### src/rtl/icap_boot_pkg.sv
// Shared types, fixed ICAPE2 command words and helpers for the reboot sequencer.
package icap_boot_pkg;

    typedef enum logic [2:0] {
        ST_IDLE    = 3'd0,
        ST_HOLDOFF = 3'd1,
        ST_SETUP   = 3'd2,
        ST_WRITE   = 3'd3,
        ST_TAIL    = 3'd4,
        ST_DONE    = 3'd5
    } boot_state_t;

    // Number of words pushed through ICAPE2 in one reboot burst.
    localparam int unsigned WORD_COUNT = 8;

    // Fixed words of the IPROG sequence; word 4 is the WBSTAR address.
    localparam logic [31:0] CMD_DUMMY     = 32'hFFFF_FFFF;
    localparam logic [31:0] CMD_SYNC      = 32'hAA99_5566;
    localparam logic [31:0] CMD_NOOP      = 32'h2000_0000;
    localparam logic [31:0] CMD_WR_WBSTAR = 32'h3002_0001;
    localparam logic [31:0] CMD_WR_CMD    = 32'h3000_8001;
    localparam logic [31:0] CMD_IPROG     = 32'h0000_000F;
    localparam logic [31:0] CMD_NOOP_TAIL = 32'h2000_0000;

    // ICAPE2 expects every byte with its bit order mirrored.
    function automatic logic [31:0] bit_swap_bytes(input logic [31:0] word);
        logic [31:0] swapped;
        swapped = '0;
        for (int k = 0; k < 4; k++) begin
            for (int i = 0; i < 8; i++) begin
                swapped[8*k + 7 - i] = word[8*k + i];
            end
        end
        return swapped;
    endfunction

    // Unswapped command word at a given burst position.
    function automatic logic [31:0] boot_word(input logic [2:0] idx, input logic [31:0] addr);
        logic [31:0] word;
        case (idx)
            3'd0:    word = CMD_DUMMY;
            3'd1:    word = CMD_SYNC;
            3'd2:    word = CMD_NOOP;
            3'd3:    word = CMD_WR_WBSTAR;
            3'd4:    word = addr;
            3'd5:    word = CMD_WR_CMD;
            3'd6:    word = CMD_IPROG;
            default: word = CMD_NOOP_TAIL;
        endcase
        return word;
    endfunction

endpackage

### src/rtl/icap_boot_seq.sv
// Reboot sequencer: arbitrates a user/golden request, waits a holdoff period,
// then writes the 8-word IPROG sequence into ICAPE2 and parks in DONE.
module icap_boot_seq
    import icap_boot_pkg::*;
#(
    parameter logic [31:0] USER_ADDR   = 32'h0200_0000,
    parameter logic [31:0] GOLDEN_ADDR = 32'h0000_0000,
    parameter logic [15:0] HOLDOFF     = 16'd1000
) (
    input  logic        clk,
    input  logic        reset_n,
    input  logic        req_user,
    input  logic        req_golden,
    input  logic        cancel,
    output logic        icap_csib,
    output logic        icap_rdwrb,
    output logic [31:0] icap_data,
    output logic        busy,
    output logic        granted_golden,
    output boot_state_t state_dbg
);

    // Handshake: req_user/req_golden are levels sampled only in IDLE; a request
    // is consumed on the rising edge that moves IDLE->HOLDOFF, nothing is queued.

    localparam logic [2:0] LAST_IDX = 3'(WORD_COUNT - 1);

    boot_state_t state_q, state_d;
    logic [15:0] cnt_q, cnt_d;
    logic [2:0]  idx_q, idx_d;
    logic        golden_q, golden_d;
    logic [31:0] sel_addr;

    // State, holdoff counter, word index and latched selection registers.
    always_ff @(posedge clk or negedge reset_n) begin
        if (!reset_n) begin
            state_q  <= ST_IDLE;
            cnt_q    <= '0;
            idx_q    <= '0;
            golden_q <= 1'b0;
        end else begin
            state_q  <= state_d;
            cnt_q    <= cnt_d;
            idx_q    <= idx_d;
            golden_q <= golden_d;
        end
    end

    // Next-state logic; golden wins a tie, cancel beats holdoff expiry.
    always_comb begin
        state_d  = state_q;
        cnt_d    = cnt_q;
        idx_d    = idx_q;
        golden_d = golden_q;
        case (state_q)
            ST_IDLE: begin
                if (req_golden || req_user) begin
                    golden_d = req_golden;
                    cnt_d    = HOLDOFF;
                    state_d  = ST_HOLDOFF;
                end
            end
            ST_HOLDOFF: begin
                if (cancel) begin
                    golden_d = 1'b0;
                    cnt_d    = '0;
                    state_d  = ST_IDLE;
                end else if (cnt_q == 16'd0) begin
                    state_d = ST_SETUP;
                end else begin
                    cnt_d = cnt_q - 16'd1;
                end
            end
            ST_SETUP: begin
                idx_d   = '0;
                state_d = ST_WRITE;
            end
            ST_WRITE: begin
                if (idx_q == LAST_IDX) begin
                    idx_d   = '0;
                    state_d = ST_TAIL;
                end else begin
                    idx_d = idx_q + 3'd1;
                end
            end
            ST_TAIL: begin
                state_d = ST_DONE;
            end
            ST_DONE: begin
                state_d = ST_DONE;
            end
            default: begin
                state_d = ST_IDLE;
            end
        endcase
    end

    assign sel_addr = golden_q ? GOLDEN_ADDR : USER_ADDR;

    // ICAP pins decoded from the registered state; rdwrb drops one cycle
    // before chip select and rises only after it, so it never moves under csib=0.
    always_comb begin
        icap_csib  = 1'b1;
        icap_rdwrb = 1'b1;
        icap_data  = '0;
        case (state_q)
            ST_SETUP: icap_rdwrb = 1'b0;
            ST_WRITE: begin
                icap_csib  = 1'b0;
                icap_rdwrb = 1'b0;
                icap_data  = bit_swap_bytes(boot_word(idx_q, sel_addr));
            end
            ST_TAIL:  icap_rdwrb = 1'b0;
            default: begin
                icap_csib  = 1'b1;
                icap_rdwrb = 1'b1;
            end
        endcase
    end

    assign busy           = (state_q != ST_IDLE);
    assign granted_golden = golden_q;
    assign state_dbg      = state_q;

endmodule
### config.mk
export PLATFORM = sky130hd
export DESIGN_NAME = icap_boot_seq
export DESIGN_NICKNAME = d
export VERILOG_FILES = /design/src/rtl/icap_boot_pkg.sv /design/src/rtl/icap_boot_seq.sv
export SDC_FILE = /design/constraint.sdc
export NUM_CORES = 1
export LEC_CHECK = 0
export ABC_AREA = 1
export CAP_MARGIN = 0
export CORE_MARGIN = 10
export CORE_UTILIZATION = 34
export CTS_CLUSTER_DIAMETER = 30
export CTS_CLUSTER_SIZE = 40
export DETAILED_ROUTE_END_ITERATION = 6
export GPL_ROUTABILITY_DRIVEN = 1
export PLACE_DENSITY = 0.65
export SYNTH_ARGS = -nofsm -noshare
export SYNTH_HDL_FRONTEND = slang
export SYNTH_SLANG_ARGS = --single-unit
### constraint.sdc
create_clock -name clk -period 2.4 [get_ports clk]
set_input_delay 0.24 -clock clk [delete_from_list [all_inputs] [get_ports clk]]
set_output_delay 0.24 -clock clk [all_outputs]
set_load 0.05 [all_outputs]
==> impl_metrics.ini <==
[run_status]
status = completed

[power_and_ir_drop]
power_mw = 3.479
power.leakage_nw = 1.124
power_density_nw_per_um2 = 1513
irDropWorstVdd_uv = 868.8

[timing]
worst_slack_ps = 191.7
clock_skew_ps = 5.273
fin_setup_tns_ps = 0
hold_ws_ps = 273.5
setup_viol = 0
max_slew.worst_pin.slew_ps = 521.7
slew_violations = 0
relSlewSlack = 0.6511
clock.fmax_mhz = 452.8
hold_viol = 0
rsz0062_at_grt = no
period_share = 0.9201
finalCriticalPeriod_ps = 2208

[drt]
via_count = 1596
dr.pass1.iters = 4
route.detailed.drc = 0
drt_iter0_drc = 116
wl_per_cell_um = 12.33
postRouteAntennaNets = 0
vias_per_cell = 4.508
wl_um = 4364

[yosys]
yosysSeqAreaShare = 0.3246
yosysTopAreaCell = dfrtp_1
ys_ff_latch = 23
syn_nets = 271
syn_avg_cell_area_um2 = 6.872
async_reset_ff_frac = 1.000
synth_top_area_share = 0.3246
synth_cell_types = 27
yosysWarnings = 0
synth_ff_type = dfrtp_1
synth_common_cells = 50 x nand2_1, 48 x nor2_1, 37 x inv_1, 23 x dfrtp_1, 22 x buf_4
synthTopCellsByArea = dfrtp_1 32%, nand2_1 11%, nor2_1 10%, buf_4 9.3%, inv_1 7.8%
syn_area_um2 = 1773
synth_edf_count = 0
synth.most_common_cell = nand2_1
syn_inst = 258

[floorplanning]
rows = 26
die_h_um = 92.21
core_area_um2 = 5075
die_area_um2 = 8503
ioPinCount = 44
fp.dieW_um = 92.21
start_util = 0.3494

[critical_path]
path_max_fanout = 11
cpMostUsedCell = inv_1
reg2regPathDepth = 8
path_class = flop to output port
cp.depth = 8
worstSetupStartpointType = flop
end_kind = output port
rrSetupSlack_ps = 650
r2r_end = cnt_q[5]
worst_path_largest_cell_delay_ps = 430
cpMaxStageDelayCell = dfrtp_1
timing.rr.start = cnt_q[0]
required_ps = 2160
worst-path-buf-inv = 5
cp_cell_sequence = inv_1 -> ha_1 -> inv_1 -> nor2_1 -> inv_1 -> nor2_4 -> buf_4 -> buf_12
cpLargestDelayFamily = buffers and inverters
critical_path_arrival_ps = 1970

[cts]
htree_levels = 1
ctsHoldBuffers = 0
cts-root-buf = clkbuf_8
cts_setup_buffers = 0
numCtsBuffers = 3
clk_pin_slew_ps = 90
clock_sinks = 23
cts_tree = done
insertion_delay_ps = 270
clockBufferDepth = 2

[finish]
syn2layout_area_growth_pct = 29.71
num-fill-cells = 512
seq_area_um2 = 575.6
drive_above_1_share = 0.1937
final_core_util = 0.4532
diodes = 0
multi_input_area_um2 = 899.6
fin_cells = 354
design_area_um2 = 2300
nNetsFinal = 298

[global_routing]
grt_max_degree = 16
antenna_found_initial = 0
grt_pass1_vias = 1435
grt-ovfl-total = 0
grt_first_pass_wirelength_um = 7141
grt_use_total = 0.1006

[min_path]
hp-class = input pin to async pin

[placed_design]
hpwl_um = 3594
io_buffers = 43
placed_cells = 350
dp_slack_ps = 466.9
dpl_cell_area_um2 = 2251
place_congestion = 0.8667

[run]
maxCapViolCount = 0
-- cell type report --
| type | count | share of cell area |
|---|---|---|
| multi-input cells | 173 | 0.3912 |
| flip-flops and latches | 23 | 0.2503 |
| repair buffers | 46 | 0.2372 |
| inverters | 38 | 0.06202 |
| well taps | 70 | 0.03808 |
| clock buffers | 3 | 0.01795 |
| clock inverters | 1 | 0.003264 |
-- state kept, by name (all words and copies together), names as in the netlist --
name and flops:
granted_golden 1, idx_q 3, cnt_q 16, state_dbg 3
-- cells by family after synthesis --
family                     Yosys count  synth area share
and+or+nand+nor                    125            0.2992
buffers and inverters               62            0.1828
AOI/OAI and AO/OA                   38            0.1228
DFF                                 23            0.3246
adders and majority gates            8           0.06069
xor gates and xnor gates             2          0.009882
-- what timing repair did --
action,CTS,global route
hold endpoints to repair,0,0
resized for setup,0,1
endpoints found under the setup margin,0,12
-- where the power goes --
group,internal (mW),leakage [nW],switching [mW]
Combinational,0.849,0.814,1.76
Sequential,0.506,0.288,0.121
Clock,0.117,0.0217,0.128
-- worst max path at each step --
stage | from | to | slack [ps]
floorplan | state_dbg[2] | icap_data[6] | 60
global placement | idx_q[0] | icap_data[0] | 510
detailed placement | idx_q[0] | icap_data[28] | 470
CTS | idx_q[0] | icap_data[30] | 140
global route | idx_q[0] | icap_data[31] | 20
finish | idx_q[0] | icap_data[31] | 190
-- per-layer routing --
metal	global-route usage	wire [um]	part of all wire
met3	0.02445	183	0.042
met4	0.02314	38	0.0087
met1	0.1328	1957	0.45
met2	0.1612	2184	0.50
met5	0	0	0
-- placed cells by master, fill, tap and decap left out, drive strengths merged --
cell           instances
a21oi                 13
a22oi                  1
a32o                   1
buf                   36
clkbuf                 3
clkdlybuf4s50         10
clkinvlp               1
dfrtp                 23
fa                     1
ha                     7
inv                   38
nand2                 54
nand3                 17
nand4                  2
nor2                  52
o211ai                 1
o21ai                 19
o22ai                  2
o32ai                  1
xor2                   2
No activity file was read; power rests on OpenSTA's default activity.
